==> src/rtl/bellek_kopyalayici.sv <==
// Block copy/fill engine: sole master of a 256x32 single-port synchronous memory.
// Optional running checksum of written words is built when BELLEK_KOPYALAYICI_CHECKSUM_EN is defined.
`timescale 1ns/1ps

module bellek_kopyalayici #(
    parameter int AW = 8,
    parameter int DW = 32
) (
    input  logic          clk_i,
    input  logic          rst_i,
    input  logic          start_i,
    input  logic          mode_i,
    input  logic [AW-1:0] src_i,
    input  logic [AW-1:0] dst_i,
    input  logic [AW:0]   len_i,
    input  logic [DW-1:0] fill_val_i,
    output logic          busy_o,
    output logic          done_o,
    output logic [DW-1:0] sum_o,
    output logic [AW-1:0] mem_a_o,
    output logic [DW-1:0] mem_d_o,
    output logic          mem_we_o,
    input  logic [DW-1:0] mem_q_i
);

    typedef enum logic [1:0] {
        ST_IDLE = 2'd0,
        ST_RD   = 2'd1,
        ST_WR   = 2'd2,
        ST_FIN  = 2'd3
    } state_t;

    localparam logic [AW-1:0] A_ZERO   = {AW{1'b0}};
    localparam logic [AW-1:0] A_ONE    = {{(AW-1){1'b0}}, 1'b1};
    localparam logic [DW-1:0] D_ZERO   = {DW{1'b0}};
    localparam logic [AW:0]   LEN_ZERO = {(AW+1){1'b0}};

    state_t        state_q, state_d;
    logic          mode_q,  mode_d;
    logic [AW-1:0] src_q,   src_d;
    logic [AW-1:0] dst_q,   dst_d;
    logic [AW-1:0] last_q,  last_d;
    logic [AW-1:0] i_q,     i_d;
    logic [DW-1:0] fill_q,  fill_d;

    logic [AW-1:0] mem_a_s;
    logic [DW-1:0] mem_d_s;
    logic          mem_we_s;
    logic          accept_s;

    // Index of the final word; lengths of 256 and above all end at the top index.
    function automatic logic [AW-1:0] last_index(input logic [AW:0] len);
        logic [AW-1:0] r;
        if (len[AW]) begin
            r = {AW{1'b1}};
        end else begin
            r = len[AW-1:0] - A_ONE;
        end
        return r;
    endfunction

    assign accept_s = (state_q == ST_IDLE) && start_i;

    // Next-state, counter and operand-capture logic
    always_comb begin
        state_d = state_q;
        mode_d  = mode_q;
        src_d   = src_q;
        dst_d   = dst_q;
        last_d  = last_q;
        fill_d  = fill_q;
        i_d     = i_q;
        case (state_q)
            ST_IDLE: begin
                if (start_i) begin
                    mode_d = mode_i;
                    src_d  = src_i;
                    dst_d  = dst_i;
                    last_d = last_index(len_i);
                    fill_d = fill_val_i;
                    i_d    = A_ZERO;
                    if (len_i == LEN_ZERO) begin
                        state_d = ST_FIN;
                    end else if (mode_i) begin
                        state_d = ST_WR;
                    end else begin
                        state_d = ST_RD;
                    end
                end else begin
                    state_d = ST_IDLE;
                end
            end
            ST_RD: begin
                state_d = ST_WR;
            end
            ST_WR: begin
                i_d = i_q + A_ONE;
                if (i_q == last_q) begin
                    state_d = ST_FIN;
                end else if (mode_q) begin
                    state_d = ST_WR;
                end else begin
                    state_d = ST_RD;
                end
            end
            ST_FIN: begin
                state_d = ST_IDLE;
            end
            default: begin
                state_d = ST_IDLE;
            end
        endcase
    end

    // Memory pin decode; mem_q_i reaches mem_d only in a copy write cycle
    always_comb begin
        mem_a_s  = A_ZERO;
        mem_d_s  = D_ZERO;
        mem_we_s = 1'b0;
        case (state_q)
            ST_RD: begin
                mem_a_s = src_q + i_q;
            end
            ST_WR: begin
                mem_a_s  = dst_q + i_q;
                mem_we_s = 1'b1;
                if (mode_q) begin
                    mem_d_s = fill_q;
                end else begin
                    mem_d_s = mem_q_i;
                end
            end
            default: begin
                mem_a_s  = A_ZERO;
                mem_d_s  = D_ZERO;
                mem_we_s = 1'b0;
            end
        endcase
    end

    // State, counter and captured-operand registers
    always_ff @(posedge clk_i) begin
        if (rst_i) begin
            state_q <= ST_IDLE;
            mode_q  <= 1'b0;
            src_q   <= A_ZERO;
            dst_q   <= A_ZERO;
            last_q  <= A_ZERO;
            fill_q  <= D_ZERO;
            i_q     <= A_ZERO;
        end else begin
            state_q <= state_d;
            mode_q  <= mode_d;
            src_q   <= src_d;
            dst_q   <= dst_d;
            last_q  <= last_d;
            fill_q  <= fill_d;
            i_q     <= i_d;
        end
    end

    assign mem_a_o  = mem_a_s;
    assign mem_d_o  = mem_d_s;
    assign mem_we_o = mem_we_s;
    assign busy_o   = (state_q == ST_RD) || (state_q == ST_WR);
    assign done_o   = (state_q == ST_FIN);

`ifdef BELLEK_KOPYALAYICI_CHECKSUM_EN
    logic [DW-1:0] sum_q, sum_d;

    // Checksum next value: cleared on acceptance, accumulates every written word
    always_comb begin
        sum_d = sum_q;
        if (accept_s) begin
            sum_d = D_ZERO;
        end else if (state_q == ST_WR) begin
            sum_d = sum_q + mem_d_s;
        end else begin
            sum_d = sum_q;
        end
    end

    // Checksum register
    always_ff @(posedge clk_i) begin
        if (rst_i) begin
            sum_q <= D_ZERO;
        end else begin
            sum_q <= sum_d;
        end
    end

    assign sum_o = sum_q;
`else
    assign sum_o = D_ZERO;
`endif

endmodule

==> config.mk <==
export PLATFORM = sky130hd
export DESIGN_NAME = bellek_kopyalayici
export DESIGN_NICKNAME = d
export VERILOG_FILES = /design/src/rtl/bellek_kopyalayici.sv
export SDC_FILE = /design/constraint.sdc
export NUM_CORES = 1
export LEC_CHECK = 0
export BUFFER_PORTS_ARGS = -buffer_cell sky130_fd_sc_hd__buf_2
export CAP_MARGIN = 20
export CORE_MARGIN = 1.5
export CORE_UTILIZATION = 25
export DETAILED_ROUTE_END_ITERATION = 12
export SLEW_MARGIN = 20
export SYNTH_ARGS = -nofsm -noshare
export SYNTH_HDL_FRONTEND = slang
export SYNTH_SLANG_ARGS = --single-unit
==> constraint.sdc <==
create_clock -name clk_i -period 4.2 [get_ports clk_i]
set_input_delay 1.26 -clock clk_i [delete_from_list [all_inputs] [get_ports clk_i]]
set_output_delay 1.26 -clock clk_i [all_outputs]
set_load 0.01 [all_outputs]
# Word-level counts from Yosys, hierarchy flattened
# Index checks and enable logic that the tools add are counted.
dict set report op_classes {
  add_sub_neg 4
  n_mul 0
  div 0
  n_lt_le_gt_ge 0
  n_eq_ne 5
  n_shift 0
  mux 13
  n_bitwise 0
  reduce_logical 6
}
# operator count
set ops {}
lappend ops {{32-bit two-way mux} 2}
lappend ops {{8-bit one-hot mux with 2 select lines} 2}
lappend ops {{8-bit adder} 2}
lappend ops {{8-bit two-way mux} 2}
lappend ops {{2-bit two-way mux} 5}
lappend ops {{9-bit logical NOT} 1}
lappend ops {{8-bit by 1-bit adder with 8-bit output, second input constant} 1}
lappend ops {{8-bit equality test} 1}
lappend ops {{2-bit one-hot mux with 4 select lines} 1}
lappend ops {{8-bit by 1-bit subtractor with 8-bit output, second input constant} 1}
lappend ops {{2-bit equality test, second input constant} 2}
lappend ops {{2-bit AND reduction} 2}
lappend ops {{2-bit by 1-bit equality test with 1-bit output, second input constant} 1}
lappend ops {{2-bit logical NOT} 1}
lappend ops {{2-bit inequality test, second input constant} 1}
lappend ops {{2-bit nonzero test} 1}
lappend ops {{1-bit logical OR} 1}
lappend ops {{1-bit two-way mux} 1}
dict set report totals {
  reg_bits 67
  latchBits 0
  ram_bits 0
  mem_bits_ro 0
  input_bits 93
  output_inout_bits 75
  wordCells 35
  memories 0
}

# Depth between registers and ports, before layout
dict set report depth {
  word_depth 4
  depth_mapped 11
}

# Worst setup path before layout
# OpenSTA, ideal clock, no wires.
dict set report synth_timing {
  path_type {reg2out}
  from {register state_q[0]}
  to {output port mem_a_o[5]}
  arrival_time_ps 2471
  t_required_ps 2940
  path_slack_ps 469
  path_stages_with_launch 10
  path_cell_list {dfxtp_1 > inv_1 > ha_1 > buf_2 > mux2_2 > ha_1 > and2_1 > a311oi_1 > mux2i_1 > a311o_1}
}
dict set report synth_via {
  elab_chain_len 2
  word_cells_on_any_way 3
}
# element line_no
set synth_lines {}
lappend synth_lines {{start: declaration} 38} ;# state_t state_q, state_d;
lappend synth_lines {{start signal: assignment} 152} ;# state_q <= state_d;
lappend synth_lines {{2-bit equality test or 2-bit by 1-bit equality test with 1-bit output (tied branches)} 120} ;# case (state_q)
lappend synth_lines {{8-bit one-hot mux with 2 select lines (*)} 120}
lappend synth_lines {{end: declaration} 20} ;# output logic [AW-1:0] mem_a_o,
# Mark *: on every way between the ends. The rest lies on a longest branch, timed or not.

# Worst setup path after layout
# Ends and elaborated chain as after synthesis.

==> impl_metrics.py <==
metrics = {
    "outcome": {
        "status": "finished clean",
    },
    "grt": {
        "antenna_found_initial": 0,
        "grtUsageTotal_pct": 12.5,
        "grt_max_degree": 46,
        "grt_pass1_vias": 3284,
        "grt_pass1_wl_um": 16200,
        "grt_overflow": 0,
    },
    "layout": {
        "layout_common_cells": "buf_2 (135), nand2_1 (101), dfxtp_1 (66)",
        "final_cells": 809,
        "antenna_cells": 0,
        "nNetsFinal": 722,
        "drive_above_1_share_pct": 27.9,
        "fillCellCount": 1684,
        "layout_commonest_cell": "buf_2",
        "syn_to_final_growth_pct": 26.7,
    },
    "clock_tree": {
        "postCtsHoldBufs": 0,
        "tritoncts": "built",
        "clkTransAtPathRegs_ps": 60,
        "root_buffer": "clkbuf_16",
        "htreeDepth": 3,
        "clockBufferDepth": 2,
        "cts_buffers": 9,
        "cts_setup_buffers": 0,
        "clk_latency_ps": 330,
        "cts_sinks": 67,
    },
    "timing": {
        "finalClockSkew_ps": 5.85,
        "finalSetupTns_ps": 0,
        "tightest_slew_ps": 1070,
        "min_period_over_period_pct": 96.2,
        "max_freq_mhz": 248,
        "hold_viol": 0,
        "layout_setup_ws_ps": 161,
        "rsz0062_at_grt": "no",
        "slew_viol_final": 0,
        "finalSetupViolations": 0,
        "min_period_ps": 4040,
        "worst_slew_margin_rel_pct": 28.6,
    },
    "floorplanning": {
        "start_util_pct": 25.6,
        "core_um2": 15200,
        "dieArea_um2": 16300,
        "io_pins": 168,
        "die_w_um": 128,
        "die_h_um": 128,
        "rows": 45,
    },
    "placement": {
        "dpl.hpwl_um": 7540,
        "routabilityCongestion": 0.775,
        "io_buffers": 135,
        "dp.cells": 793,
        "dp_worst_setup_slack_ps": 361,
    },
    "synthesis": {
        "netlist_top_cells_area": "dfxtp_1 (34%), nand2_1 (9.8%), mux2i_1 (9.0%)",
        "synth_area_per_cell_um2": 7.86,
        "synth_largest_area_cell": "dfxtp_1",
        "synth_ff_type": "dfxtp_1",
        "synth_edf_count": 0,
        "netlist_area_um2": 3890,
        "ys_seq_area_share_pct": 34.5,
        "synth-seq-cells": 67,
        "synthCells": 495,
        "netlist.area_leader.share_pct": 34.5,
        "synthArstFlopShare_pct": 0,
        "yosysWarnings": 0,
        "ys_types": 47,
    },
    "setup_path": {
        "cp.required_ps": 2940,
        "endpoint_kind": "primary output",
        "crit_slowest_cell": "mux2_2",
        "crit_start": "state_q[0]$_SDFF_PP0_",
        "r2r-start": "state_q[0]$_SDFF_PP0_",
        "cp-start-kind": "flop",
        "cp.arrival_ps": 2780,
        "criticalPathCategory": "reg -> out",
        "max_stage_delay_ps": 340,
        "path_cells": "inv_1 -> ha_4 -> mux2_2 -> ha_1 -> and2_1 -> a311oi_1 -> mux2i_1 -> a311o_1 -> buf_2",
        "path_max_fanout": 6,
    },
    "detailed_routing": {
        "routedWlPerCell_um": 12.7,
        "dr.pass1.iters": 4,
        "vias": 3555,
        "route.detailed.drc": 0,
        "routed_via_density": 4.39,
        "final_antenna_net_count": 0,
        "drt_wl_total_um": 10200,
        "drt_iter0_drc": 163,
    },
    "flow_run": {
        "maxCapViolCount": 0,
    },
    "power": {
        "irDropWorstVdd_mv": 0.163,
        "power.density_nw_per_um2": 365,
        "leakagePower_nw": 2.24,
    },
    "worst_hold_path": {
        "hp-class": "reg -> reg",
        "hold_start": "fill_q[14]$_SDFFE_PP0P_",
    },
}
## worst paths after layout
check / cells after the start / end / slack (ps)
worst min register to register: 2 / fill_q[14]$_SDFFE_PP0P_ / 450
worst max-delay path: 9 / mem_a_o[5] / 160
worst max register to register: 6 / fill_q[2]$_SDFFE_PP0P_ / 2010
worst min-delay path: 2 / fill_q[14]$_SDFFE_PP0P_ / 450
## timing repair
action	4_1_cts	5_1_grt
pin swaps	0	0
setup endpoints to repair	1	2
cloned	0	0
gates resized for setup	1	3
## stage by stage
stage	utilization (%)	power, W	area, um2	hold slack, ps
6_report	32.4	0.00180	4930	455
5_1_grt	32.4	0.00190	4930	473
4_1_cts	32.3	0.00183	4920	455
3_5_place_dp	30.3	0.00103	4600	448
3_3_place_gp	30.3	0.00103	4600	446
2_1_floorplan	-	0.000939	4010	433
## logic make-up after synthesis
| group | synth area share, % |
|---|---|
| AO/OA/AOI/OAI | 12.9 |
| flip-flops | 34.5 |
| buffers and inverters | 10.4 |
| AND/OR/NAND/NOR | 21.7 |
| other | 0.0963 |
| adder cells (fa/ha/maj) | 4.37 |
| XOR/XNOR | 4.50 |
| multiplexers | 11.6 |
## metal layers
metal	vias to the layer above	wire, um	part of all wire, %	global-route usage [%]
met3	6	645	6.3	4.05
met2	118	4540	44	19.7
li1	1845	-	-	-
met1	1586	4980	49	16.9
met4	0	80	0.78	2.38
met5	-	0	0	0
## power by group
part	switching [W]	total [W]	internal, W
combinational	0.000172	0.000301	0.000129
clock	0.000271	0.000786	0.000515
sequential	0.0000369	0.000715	0.000679
## cell usage after synthesis, types with 9 or more instances
cell,instances
buf_4,32
xor2_1,13
clkbuf_1,21
inv_1,12
ha_1,12
mux2i_1,35
mux2_2,9
nor2_1,53
dfxtp_1,67
a21oi_1,53
nand2_1,102
## worst max-delay path: cells and delay by family (launching register included)
kind                     cells  cell delay, ps
AO/OA/AOI/OAI                2             670
adder cells (fa/ha/maj)      2             530
buffers and inverters        2             270
flip-flops                   1             310
multiplexers                 2             470
AND/OR/NAND/NOR              1             190
## flip-flops by register name (all words and copies together) (netlist names)
register	cells
fill_q	32
state_q	2
last_q	8
mode_q	1
dst_q	8
src_q	8
i_q	8
## area by class of cell
class	count	area (um2)	area share (%)
multi-input cells	385	2280	46.3
well taps	188	235	4.77
inverters	13	48.8	0.989
clock buffers	10	229	4.64
repair buffers	140	713	14.5
flip-flops and latches	67	1340	27.2
clock inverters	6	80.1	1.62
Note: power is estimated with default switching activity, not from simulation.
